`src/rtl/load_store_unit.sv`:
```
// RV32I load/store unit: byte/half/word loads with extension, SB/SH via read-modify-write.
// Define LSU_MISALIGN_TRAP_EN to fault misaligned accesses instead of masking the low bits.
module load_store_unit (
    input  logic        i_clk,
    input  logic        i_rst,
    input  logic        i_req,
    output logic        o_ready,
    input  logic        i_we,
    input  logic [2:0]  i_funct3,
    input  logic [31:0] i_addr,
    input  logic [31:0] i_wdata,
    output logic [31:0] o_rdata,
    output logic        o_valid,
    output logic        o_err,
    output logic        o_mem_we,
    output logic [31:0] o_mem_addr,
    output logic [31:0] o_mem_wdata,
    input  logic [31:0] i_mem_rdata
);

    typedef enum logic [2:0] {StIdle, StLoad, StRmw, StWrite, StDone} state_e;

    state_e      state_q, state_d;
    logic [2:0]  funct3_q, funct3_d;
    logic [31:0] addr_q, addr_d;
    logic [31:0] rdata_q, rdata_d;
    logic [31:0] mem_wdata_q, mem_wdata_d;
    logic        err_q, err_d;

    logic        illegal, misalign;
    logic [7:0]  byte_sel;
    logic [15:0] half_sel;
    logic [31:0] load_val, merged;

    always_comb begin
        if (i_we) begin
            illegal = i_funct3[2] || (i_funct3[1:0] == 2'b11);
        end else begin
            illegal = (i_funct3[1:0] == 2'b11) || (i_funct3 == 3'b110);
        end
`ifdef LSU_MISALIGN_TRAP_EN
        misalign = ((i_funct3[1:0] == 2'b01) && i_addr[0])
                || ((i_funct3[1:0] == 2'b10) && (i_addr[1:0] != 2'b00));
`else
        misalign = 1'b0;
`endif
    end

    // Lane selection ignores addr bits below natural alignment, which masks misaligned halves.
    always_comb begin
        byte_sel = i_mem_rdata[{addr_q[1:0], 3'b000} +: 8];
        half_sel = i_mem_rdata[{addr_q[1], 4'b0000} +: 16];
        case (funct3_q)
            3'b000:  load_val = {{24{byte_sel[7]}}, byte_sel};
            3'b001:  load_val = {{16{half_sel[15]}}, half_sel};
            3'b100:  load_val = {24'h000000, byte_sel};
            3'b101:  load_val = {16'h0000, half_sel};
            default: load_val = i_mem_rdata;
        endcase
    end

    // Store data sits in mem_wdata_q from accept; RMW splices its low lane into the old word.
    always_comb begin
        merged = i_mem_rdata;
        if (funct3_q[1:0] == 2'b00) begin
            merged[{addr_q[1:0], 3'b000} +: 8] = mem_wdata_q[7:0];
        end else begin
            merged[{addr_q[1], 4'b0000} +: 16] = mem_wdata_q[15:0];
        end
    end

    always_comb begin
        state_d     = state_q;
        funct3_d    = funct3_q;
        addr_d      = addr_q;
        rdata_d     = rdata_q;
        mem_wdata_d = mem_wdata_q;
        err_d       = err_q;
        unique case (state_q)
            StIdle: begin
                if (i_req) begin
                    funct3_d = i_funct3;
                    addr_d   = i_addr;
                    err_d    = illegal || misalign;
                    if (i_we) begin
                        mem_wdata_d = i_wdata;
                    end
                    if (illegal || misalign) begin
                        state_d = StDone;
                    end else if (!i_we) begin
                        state_d = StLoad;
                    end else if (i_funct3[1:0] == 2'b10) begin
                        state_d = StWrite;
                    end else begin
                        state_d = StRmw;
                    end
                end
            end
            StLoad: begin
                rdata_d = load_val;
                state_d = StDone;
            end
            StRmw: begin
                mem_wdata_d = merged;
                state_d     = StWrite;
            end
            StWrite: state_d = StDone;
            StDone:  state_d = StIdle;
            default: state_d = StIdle;
        endcase
    end

    always_ff @(posedge i_clk) begin
        if (i_rst) begin
            state_q     <= StIdle;
            funct3_q    <= 3'b000;
            addr_q      <= 32'h0;
            rdata_q     <= 32'h0;
            mem_wdata_q <= 32'h0;
            err_q       <= 1'b0;
        end else begin
            state_q     <= state_d;
            funct3_q    <= funct3_d;
            addr_q      <= addr_d;
            rdata_q     <= rdata_d;
            mem_wdata_q <= mem_wdata_d;
            err_q       <= err_d;
        end
    end

    // Strobes are gated by reset so an op caught mid-flight never writes or completes.
    assign o_ready     = (state_q == StIdle);
    assign o_valid     = (state_q == StDone) && !i_rst;
    assign o_err       = o_valid && err_q;
    assign o_mem_we    = (state_q == StWrite) && !i_rst;
    assign o_mem_addr  = {addr_q[31:2], 2'b00};
    assign o_mem_wdata = mem_wdata_q;
    assign o_rdata     = rdata_q;

endmodule
```
`config.mk`:
```
export PLATFORM = sky130hd
export DESIGN_NAME = load_store_unit
export DESIGN_NICKNAME = d
export VERILOG_FILES = /design/src/rtl/load_store_unit.sv
export SDC_FILE = /design/constraint.sdc
export NUM_CORES = 1
export LEC_CHECK = 0
export ABC_AREA = 1
export BUFFER_PORTS_ARGS = -buffer_cell sky130_fd_sc_hd__buf_2
export CORE_ASPECT_RATIO = 1.1
export CORE_MARGIN = 8
export CORE_UTILIZATION = 32
export CTS_CLUSTER_SIZE = 20
export DETAILED_ROUTE_END_ITERATION = 10
export GPL_TIMING_DRIVEN = 0
export PLACE_DENSITY = 0.57
export SLEW_MARGIN = 20
export SYNTH_ARGS = -nofsm -noshare
export SYNTH_HDL_FRONTEND = slang
export SYNTH_SLANG_ARGS = --single-unit
```
`constraint.sdc`:
```
create_clock -name i_clk -period 1.8 [get_ports i_clk]
set_input_delay 0 -clock i_clk [delete_from_list [all_inputs] [get_ports i_clk]]
set_output_delay 0 -clock i_clk [all_outputs]
set_load 0.01 [all_outputs]
```
==> qor.csv <==
metric,value,unit
status,completed,
IO Count,203,
"EDFF count, synth",0,
most numerous cell in the Yosys netlist,nand2_1,
DRT antenna net count,0,
worst r2r src,addr_q[0],
WHS,15.8,ps
mapped cell area,5900,um2
CTS H-tree lvls,3,
Critical Path End Type,flop,
Initial Util,32.4,%
Peak Freq,593,MHz
largest net degree at the start of global routing,18,
CTS tree,done,
Initial DRC Count,465,
"Primary FF master, synth",dfxtp_1,
leakage,4.10,nW
register area share after synthesis,35.0,%
DR DRC count,0,
Final Cell Area,8220,um2
"flops & latches, synth",103,
Detail Placement HPWL,19.3,mm
Final Hold Fails,0,
antenna cells,0,
Chip Width,145,um
pins over their slew limit,0,
commonest cells in the netlist,"nand2_1 (203), o21ai_0 (116), dfxtp_1 (103)",
initial antenna violation count,0,
Num CTS Buffers,9,
Max Cap Viol,0,
Worst Hold Launch,i_wdata[7],
Rows,52,
core area,18200,um2
share of the synthesized area in the top cell type,35.0,%
Overall Power,7.15,mW
CP arrival,1950,ps
Max VDD drop,426,uV
period utilisation layout,93.7,%
IO Port Bufs,199,
post-layout net count,1274,
drt pass-1 iters,5,
clock slew at reported path FFs,80,ps
"Largest stage delay, worst path",390,ps
GRT Total Usage,21.4,%
"area leader, netlist",dfxtp_1,
vias,6747,
Die Ht,158,um
min cycle time layout,1690,ps
gpl congestion,0.931,
RSZ-0062 raised after global routing,yes,
share of layout cells above drive strength 1,28.4,%
Detailed Route WL,25.0,mm
critical-path cell list,buf_8 -> clkinvlp_4 -> ha_4 -> inv_1 -> nand2_4 -> o22ai_1 -> nand2_1 -> nand3_1 -> nand2_1 -> inv_1,
WL/cell,17.7,um
clock net sink count,103,
Power Dens Cells,871,nW/um2
CTS root buffer,clkbuf_16,
YS warnings,0,
Worst Path Max Fanout,8,
required time worst endpoint,2060,ps
Mapped Cells,892,
Post-synth ARST share,0,%
Critical Path Source,addr_q[0],
Yosys cell types,34,
clk buf depth,2,
setup violators final,0,
clk_lat worst skew,360,ps
Setup TNS,0,ps
dpl cell area,7200,um2
slowest CP cell,dfxtp_4,
kind of critical path,flop to flop,
HP Class,input port to flop,
Die Footprint,23000,um2
clk_skew,9.25,ps
Slew HR,54.5,%
first-pass GRT wire length,38.7,mm
area growth from synthesis to layout,39.3,%
Post-Syn Area per Cell,6.61,um2
Worst setup SP type,flop,
largest cells by area after synthesis,"dfxtp_1 (35%), nand2_1 (13%), o21ai_0 (9.8%)",
vias in the first global route,6908,
grt total ovfl,0,
worst-margin pin slew,683,ps
Vias/cell,4.77,
==> power breakdown <==
| group | total (mW) | leakage, nW | switching (mW) | internal, mW |
|---|---|---|---|---|
| sequential | 2.72 | 0.847 | 0.187 | 2.54 |
| combinational | 2.46 | 3.12 | 1.49 | 0.969 |
| clock | 1.97 | 0.135 | 0.988 | 0.985 |
==> logic make-up after synthesis <==
group | Yosys count | synth area share (%)
other | 1 | 0.0636
and+or+nand+nor | 369 | 27.2
buffers and inverters | 165 | 13.7
AOI/OAI and AO/OA | 249 | 23.1
adders and majority gates | 5 | 1.06
DFF | 103 | 35.0
==> sequential cells by signal, indices dropped and copies added (netlist names) <==
register,count
addr_q,32
o_rdata,32
err_q,1
o_mem_wdata,32
state_q,3
funct3_q,3
==> layout by cell type (no fill, tap or decap), types with 5 or more instances in the layout <==
cell type and instances:
buf_2 215, nand2_1 198, o21ai_0 106, dfxtp_1 100, a21oi_1 74, inv_1 73, nor2_1 73, nand3_1 63
dlygate4sd3_1 57, buf_4 44, clkbuf_1 19, o21bai_1 16, o22ai_1 12, o21ai_1 10, clkbuf_16 9, o211ai_1 8
a31oi_1 8, a22oi_1 8, nand2_2 7, or2_2 6, nand2_4 6, clkbuf_2 5
==> path summary, 6_finish.rpt <==
path / endpoint / slack, ps / depth (start not counted)
worst max-delay path: o_mem_wdata[30] / 110 / 10
worst min-delay path: o_mem_wdata[7] / 20 / 5
worst max register to register: o_mem_wdata[30] / 110 / 10
worst min register to register: err_q / 460 / 2
==> stage by stage <==
stage	util (%)	setup WS [ps]	std cells
floorplan	-	10.7	893
CTS	44.4	4.29	1408
global route	45.1	-23.1	1414
finish	45.1	113	1414
global placement	39.5	-620	1335
detailed placement	39.5	-577	1335
==> final cells by class <==
| type | count | area, um2 |
|---|---|---|
| fill | 1925 | 10000 |
| multi-input combinational | 625 | 3100 |
| sequential | 103 | 2070 |
| timing repair buffer | 263 | 1620 |
| buffer | 83 | 522 |
| inverter | 81 | 322 |
| tap | 243 | 304 |
| clock buffer | 10 | 239 |
| clock inverter | 6 | 42.5 |
==> repair_timing <==
item,CTS,global route
endpoints found under the hold margin,56,0
hold buffers,57,0
setup endpoints to repair,32,53
cloned,0,0
pin swaps,0,4
buffers inserted,0,7
gates resized for setup,14,40
==> critical path: cells and delay by family, from the launching register on <==
kind,cells,cell delay (ps)
flip-flops,1,390
AO/OA/AOI/OAI,1,100
adder cells (fa/ha/maj),1,340
buffers and inverters,4,380
AND/OR/NAND/NOR,4,380
==> metal layers <==
metal	track usage [%]	part of all wire [%]	wire length (um)	vias to the layer above
met3	5.17	6.4	1600	31
met2	36.5	47	11600	214
met4	8.23	2.7	673	0
li1	-	-	-	3445
met1	25.7	44	11100	3057
met5	0	0	0	-
(Power assumes the default switching activity.)
